$ cat src/rtl/key_sel_toggle.sv
// Push-button front end for the 2:1 selector: synchronises and debounces an active-low key,
// emits press/release pulses and flips the select level on every clean press.
module key_sel_toggle #(
  parameter int unsigned          CNT_W   = 20,
  parameter logic [CNT_W-1:0]     CNT_MAX = 20'd999_999
) (
  input  logic sys_clk,
  input  logic sys_rst_n,
  input  logic key_in,
  output logic key_flag,
  output logic key_release,
  output logic key_level,
  output logic sel
);

  localparam logic [CNT_W-1:0] CNT_LAST = CNT_MAX - CNT_W'(1);

  typedef enum logic [1:0] {
    IDLE       = 2'd0,
    PRESS_FILT = 2'd1,
    DOWN       = 2'd2,
    REL_FILT   = 2'd3
  } state_t;

  state_t           state_q, state_d;
  logic [CNT_W-1:0] cnt_q, cnt_d;
  logic             sync1_q, sync2_q;
  logic             key_flag_q, key_flag_d;
  logic             key_release_q, key_release_d;
  logic             key_level_q, key_level_d;
  logic             sel_q, sel_d;
  logic             key_s;

  assign key_s = sync2_q;

  // Synchroniser idles at 1 so a reset never looks like a press.
  always_ff @(posedge sys_clk or negedge sys_rst_n) begin
    if (!sys_rst_n) begin
      sync1_q <= 1'b1;
      sync2_q <= 1'b1;
    end else begin
      sync1_q <= key_in;
      sync2_q <= sync1_q;
    end
  end

  always_ff @(posedge sys_clk or negedge sys_rst_n) begin
    if (!sys_rst_n) begin
      state_q <= IDLE;
      cnt_q   <= '0;
    end else begin
      state_q <= state_d;
      cnt_q   <= cnt_d;
    end
  end

  // cnt_d defaults to zero, so every state change and every stable state clears it.
  always_comb begin
    state_d = state_q;
    cnt_d   = '0;
    case (state_q)
      IDLE: begin
        if (!key_s) state_d = PRESS_FILT;
      end
      PRESS_FILT: begin
        if (key_s)                  state_d = IDLE;
        else if (cnt_q == CNT_LAST) state_d = DOWN;
        else                        cnt_d   = cnt_q + CNT_W'(1);
      end
      DOWN: begin
        if (key_s) state_d = REL_FILT;
      end
      REL_FILT: begin
        if (!key_s)                 state_d = DOWN;
        else if (cnt_q == CNT_LAST) state_d = IDLE;
        else                        cnt_d   = cnt_q + CNT_W'(1);
      end
      default: state_d = IDLE;
    endcase
  end

  always_comb begin
    key_flag_d    = (state_q == PRESS_FILT) && (state_d == DOWN);
    key_release_d = (state_q == REL_FILT) && (state_d == IDLE);
    key_level_d   = (state_d == DOWN) || (state_d == REL_FILT);
    sel_d         = sel_q ^ key_flag_d;
  end

  always_ff @(posedge sys_clk or negedge sys_rst_n) begin
    if (!sys_rst_n) begin
      key_flag_q    <= 1'b0;
      key_release_q <= 1'b0;
      key_level_q   <= 1'b0;
      sel_q         <= 1'b0;
    end else begin
      key_flag_q    <= key_flag_d;
      key_release_q <= key_release_d;
      key_level_q   <= key_level_d;
      sel_q         <= sel_d;
    end
  end

  assign key_flag    = key_flag_q;
  assign key_release = key_release_q;
  assign key_level   = key_level_q;
  assign sel         = sel_q;

endmodule

$ cat config.mk
export PLATFORM = sky130hd
export DESIGN_NAME = key_sel_toggle
export DESIGN_NICKNAME = d
export VERILOG_FILES = /design/src/rtl/key_sel_toggle.sv
export SDC_FILE = /design/constraint.sdc
export NUM_CORES = 1
export LEC_CHECK = 0
export CORE_UTILIZATION = 57
export DETAILED_ROUTE_END_ITERATION = 10
export GPL_TIMING_DRIVEN = 0
export PLACE_DENSITY = 0.79
export SYNTH_ARGS = -nofsm -noshare
export SYNTH_HDL_FRONTEND = slang
export SYNTH_SLANG_ARGS = --single-unit
$ cat constraint.sdc
create_clock -name sys_clk -period 2.1 [get_ports sys_clk]
set_input_delay 0.525 -clock sys_clk [delete_from_list [all_inputs] [get_ports sys_clk]]
set_output_delay 0.525 -clock sys_clk [all_outputs]
set_load 0.005 [all_outputs]
* Yosys cells after proc, flatten, opt, wreduce, memory -nomap -nowiden
Cells that the tools add are included.
** Storage, ports and cells
- Register bits after elaboration :: 28
- Output and inout bits :: 4
- Logic and storage cells :: 32
** Operators by class
- Mux-type cells :: 11
- Bitwise logic cells :: 1
- Reductions and logical operators :: 5
- $add $sub $neg :: 1
- Equal/unequal tests :: 6
** Operator list (count)
- two-way mux 20 bit :: 3
- one-hot mux 20 bit (2 select lines) :: 1
- adder 20 x 1 -> 20 bit (second input constant) :: 1
- == test 20 bit (second input constant) :: 1
- two-way mux 2 bit :: 6
- == test 2 bit (second input constant) :: 4
- one-hot mux 2 bit (4 select lines) :: 1
- zero test 2 bit :: 2
- == test 2 x 1 -> 1 bit (second input constant) :: 1
- logical AND 1 bit :: 2
- logical OR 1 bit :: 1
- bitwise XOR 1 bit :: 1

* Longest topological paths before layout
- Depth after elaboration :: 7
- Depth in mapped cells :: 7

* Worst setup path after synthesis
No wires, ideal clock.
- Kind :: reg-to-reg
- Start point :: register cnt_q[2]
- End point :: register cnt_q[17]
- Clock period less this slack :: 1.766 ns
- Data arrival time :: 1.687 ns
- Cell stages (with the launch flop) :: 6
- Slack :: 0.334 ns
- Path through :: dfrtp_1 nand3_2 or4_1 clkbuf_2 or4_1 a21oi_1
** Between the ends
- Cells in the longest elaborated chain, start to end :: 4
- Elaborated cells between the ends (all ways) :: 6
** RTL lines
- start, declared :: RTL line 26 : logic [CNT_W-1:0] cnt_q, cnt_d;
- start signal, assigned :: RTL line 53 : cnt_q <= cnt_d;
- adder 20 x 1 -> 20 bit or == test 20 bit (tied branches)
- two-way mux 20 bit (*) :: RTL line 67, 75
- two-way mux 20 bit, on equally long branches :: RTL line 74, 66
- one-hot mux 20 bit (2 select lines) (*) :: RTL line 61 : case (state_q)
- net cnt_d[17] :: RTL line 26
Mark *: on every way through the listed nets, which the timed path passes. The rest lies on a longest branch.

* Final worst setup path
- Start point :: register cnt_q[6]
- End point :: register cnt_q[17]
The elaborated chain is that of the path after synthesis.

==> results summary <==
The analysis attributes to net switching a power of 178 uW. The summed instance area of the synthesized netlist came out at 1330 sq um. The synthesized netlist net count is 136.

The number of placed instances, taps included, is 165. Leaving out fill and tap cells, the most frequent cells in the layout are sky130_fd_sc_hd__dfrtp_1 (26), sky130_fd_sc_hd__nor2_1 (19), sky130_fd_sc_hd__xnor2_1 (9). The share of total power dissipated in the clock network is 0.372. STA classifies the critical path endpoint as a flop. In the routed layout, each cell is associated on average with a via count of 5.77. The count of inserted antenna diode cells came out at 0. The via count of the first global-routing pass is 894. CTS built an H-tree with a depth of 1. The number of clock sinks is 28. The mean routed wirelength per cell is 14.4 um. The number of failing hold endpoints at the final stage is 0. Setup repair after global routing left no endpoint under its margin. The vertical die dimension is 50.2 um. The number of nets in the finished design is 149. In this run the deepest clock path goes through 2 buffers. Port buffering added 6 buffers. Across the VDD grid, the largest voltage drop is 0.573 mV. Derived from the worst setup path, the maximum achievable clock frequency is 0.506 GHz. The number of max-slew violations in the final report came to 0. The average cell area after synthesis is 10.1 sq um. The floorplan step set the die width to 50.2 um. The headroom to the max-slew limit is 0.598. The final-layout setup total negative slack came out at 0 ns. The setup path with the least slack is of type flop to flop. The startpoint kind of the worst setup timing path is a flop. The overall die area is 2520 sq um. The internal portion of total power is 748 uW. The flow ran to the end, and the final reports show no timing, DRC or antenna violations. The count of mapped cells out of synthesis is 131. The finished layout holds 171 standard cells, fillers aside. For the worst-skew pair, the clock arrives at the later sink with an insertion delay of 0.32 ns.

The number of cells on the worst reg-to-reg path is 5. The maximum number of pins on one net before global-route repair is 29. In the final layout, the share of cells above drive strength 1 is 0.119. The library cell used most frequently in the layout, excluding fill and tap cells, is sky130_fd_sc_hd__dfrtp_1. The fraction of power spent switching nets is 0.192.

The tree is rooted in a sky130_fd_sc_hd__clkbuf_4. The combined global-route utilization of all metal layers is 0.224. The count of pins on the block boundary came out at 7. The floorplan core area came out at 2190 sq um. The count of antenna-violating nets left after detailed routing came out at 0. The detailed placer's ending HPWL is 1730 um. The count of max-cap constraint violations is 0. The post-route minimum period is 1.98 ns. The initial antenna violation count is 0. The clock transition time at the flip-flop clock pins of the worst setup and hold paths is 0.15 ns.

For this run, design rule violations remaining after detail routing come to 0. In this run the power density over the cells is 617 nW/um^2. In this run the static leakage power is 0.591 nW. For this configuration, the core starts out at a cell density of 0.605. The total length of routed wires came out at 2460 um.

The yosys synthesis warning count came out at 0. The total power consumption of the routed design came out at 927 uW. Setup violations remaining at the end of the flow were counted as 0. The number of vias after detailed routing came out at 986. After global routing the overflow that remains totals 0. Compared with the post-synthesis result, the final layout area differs by 13.4%.

TritonCTS created 3 clock buffers. For the pin with the worst max-slew slack, the measured transition is 0.602 ns. The setup slack after layout is 0.122 ns.

The maximum fanout count along the critical path is 10. The number of iterations in the first detailed-routing pass came out at 4. The number of distinct library cell variants in the gate-level netlist after synthesis is 31. The count of standard-cell rows is 17. After synthesis the netlist holds a flip-flop and latch count of 28. The portion of total power attributed to combinational logic came out at 0.033. Data on the critical path is required at its endpoint by 2.36 ns.

For this run, the register share of the synthesized area comes to 0.531. The worst setup slack after placement is 0.0218 ns. The number of DRC violations after detailed-routing iteration 0 came out at 27. The share of total power dissipated in sequential elements is 0.595. The global placement routability congestion came out at 0.842. The arrival time of data at the critical path endpoint came out at 2.24 ns. The clock tree from TritonCTS is done. Across the routed clock network, the largest skew measured is 0.00973 ns. The path category of the worst min-delay check is input pin to asynchronous set/reset pin. The portion of the clock cycle consumed by the worst path in the final layout came out at 0.942.

The first-pass GRT wire length is 4070 um.
## repair_timing
item,CTS,global route
setup endpoints to repair,1,15
hold buffers,0,0
buffers inserted,0,2
gates cloned,0,0
pin swaps,0,1
gates resized for setup,1,2
## critical path, stage by stage, from the launching register on
cell and delay (ns):
sky130_fd_sc_hd__dfrtp_1 0.45, sky130_fd_sc_hd__nand3_2 0.18, sky130_fd_sc_hd__or4_1 0.54, sky130_fd_sc_hd__clkbuf_2 0.18
sky130_fd_sc_hd__or4_1 0.41, sky130_fd_sc_hd__a21oi_1 0.16
## per-stage QoR
stage / hold slack [ns] / instance area, sq um / util
6_report: 0.185 / 1500 / 0.686
5_1_grt: 0.218 / 1500 / 0.686
4_1_cts: 0.374 / 1480 / 0.676
3_5_place_dp: 0.350 / 1420 / 0.648
3_3_place_gp: 0.349 / 1420 / 0.648
2_1_floorplan: 0.229 / 1330 / -
## Yosys cell counts
cell                        n  area [sq um]
sky130_fd_sc_hd__dfrtp_1   26           651
sky130_fd_sc_hd__nor2_1    19          71.3
sky130_fd_sc_hd__xnor2_1    9          78.8
sky130_fd_sc_hd__inv_1      8          30.0
sky130_fd_sc_hd__nand2_1    8          30.0
sky130_fd_sc_hd__nand4_1    6          37.5
sky130_fd_sc_hd__a21oi_1    5          25.0
sky130_fd_sc_hd__nand3_1    5          25.0
sky130_fd_sc_hd__nor4_1     5          31.3
sky130_fd_sc_hd__xor2_1     5          43.8
sky130_fd_sc_hd__or3_1      4          25.0
sky130_fd_sc_hd__nor3_1     3          15.0
sky130_fd_sc_hd__o21ai_0    3          15.0
sky130_fd_sc_hd__or4_1      3          22.5
sky130_fd_sc_hd__dfstp_2    2          52.6
sky130_fd_sc_hd__ha_1       2          25.0
sky130_fd_sc_hd__mux2i_1    2          20.0
sky130_fd_sc_hd__nand3_2    2          20.0
sky130_fd_sc_hd__o31ai_1    2          15.0
sky130_fd_sc_hd__a31oi_1    1          6.26
sky130_fd_sc_hd__and3_1     1          6.26
sky130_fd_sc_hd__and4_1     1          8.76
sky130_fd_sc_hd__and4_2     1          10.0
sky130_fd_sc_hd__and4b_1    1          10.0
sky130_fd_sc_hd__buf_2      1          5.00
sky130_fd_sc_hd__clkbuf_1   1          3.75
sky130_fd_sc_hd__clkbuf_2   1          5.00
sky130_fd_sc_hd__nand3b_1   1          7.51
sky130_fd_sc_hd__nor3b_1    1          7.51
sky130_fd_sc_hd__nor4b_1    1          8.76
sky130_fd_sc_hd__o211ai_2   1          12.5
## worst paths after layout
kind,from,slack (ns),end
setup / recovery,cnt_q[6],0.12,cnt_q[17]
hold / removal,sys_rst_n,0.18,cnt_q[16]
setup reg to reg,cnt_q[6],0.12,cnt_q[17]
hold reg to reg,sync1_q,0.37,key_s
max in group asynchronous,sys_rst_n,1.52,cnt_q[3]
min in group sys_clk,sync1_q,0.37,key_s
## power by group through the flow
stage          Combinational (mW)  Clock, mW  Sequential (mW)
3_3_place_gp               0.0282          0            0.561
6_report                   0.0310      0.344            0.551
2_1_floorplan              0.0112          0            0.560
5_1_grt                    0.0363      0.373            0.553
3_5_place_dp               0.0286          0            0.561
4_1_cts                    0.0295      0.359            0.552
## registers in the layout, indices dropped and copies added (netlist names)
name / count
key_level: 1
key_release: 1
sel: 1
sync1_q: 1
state_q: 2
key_flag: 1
cnt_q: 20
key_s: 1
## area by class of cell
class	count	area [sq um]
sequential	28	703
multi-input combinational	92	598
tap	28	35.0
clock inverter	1	30.0
clock buffer	3	22.5
inverter	8	30.0
timing repair buffer	8	70.1
buffer	3	13.8
fill	160	688
## per-layer routing
layer | wire length, um | GRT usage | vias to the layer above
li1 | - | - | 487
met1 | 1160 | 0.311 | 488
met2 | 1240 | 0.349 | 9
met3 | 41 | 0.0364 | 2
met4 | 17 | 0.0952 | 0
met5 | 0 | 0 | -
## cells by family after synthesis
kind of cell / count (synthesis) / synth area share
buffers and inverters: 11 / 0.0330
AOI/OAI and AO/OA: 12 / 0.0557
xor gates and xnor gates: 14 / 0.0925
adders and majority gates: 2 / 0.0189
muxes: 2 / 0.0151
and+or+nand+nor: 62 / 0.254
DFF: 28 / 0.531
No activity file was read; power rests on OpenSTA's default activity.
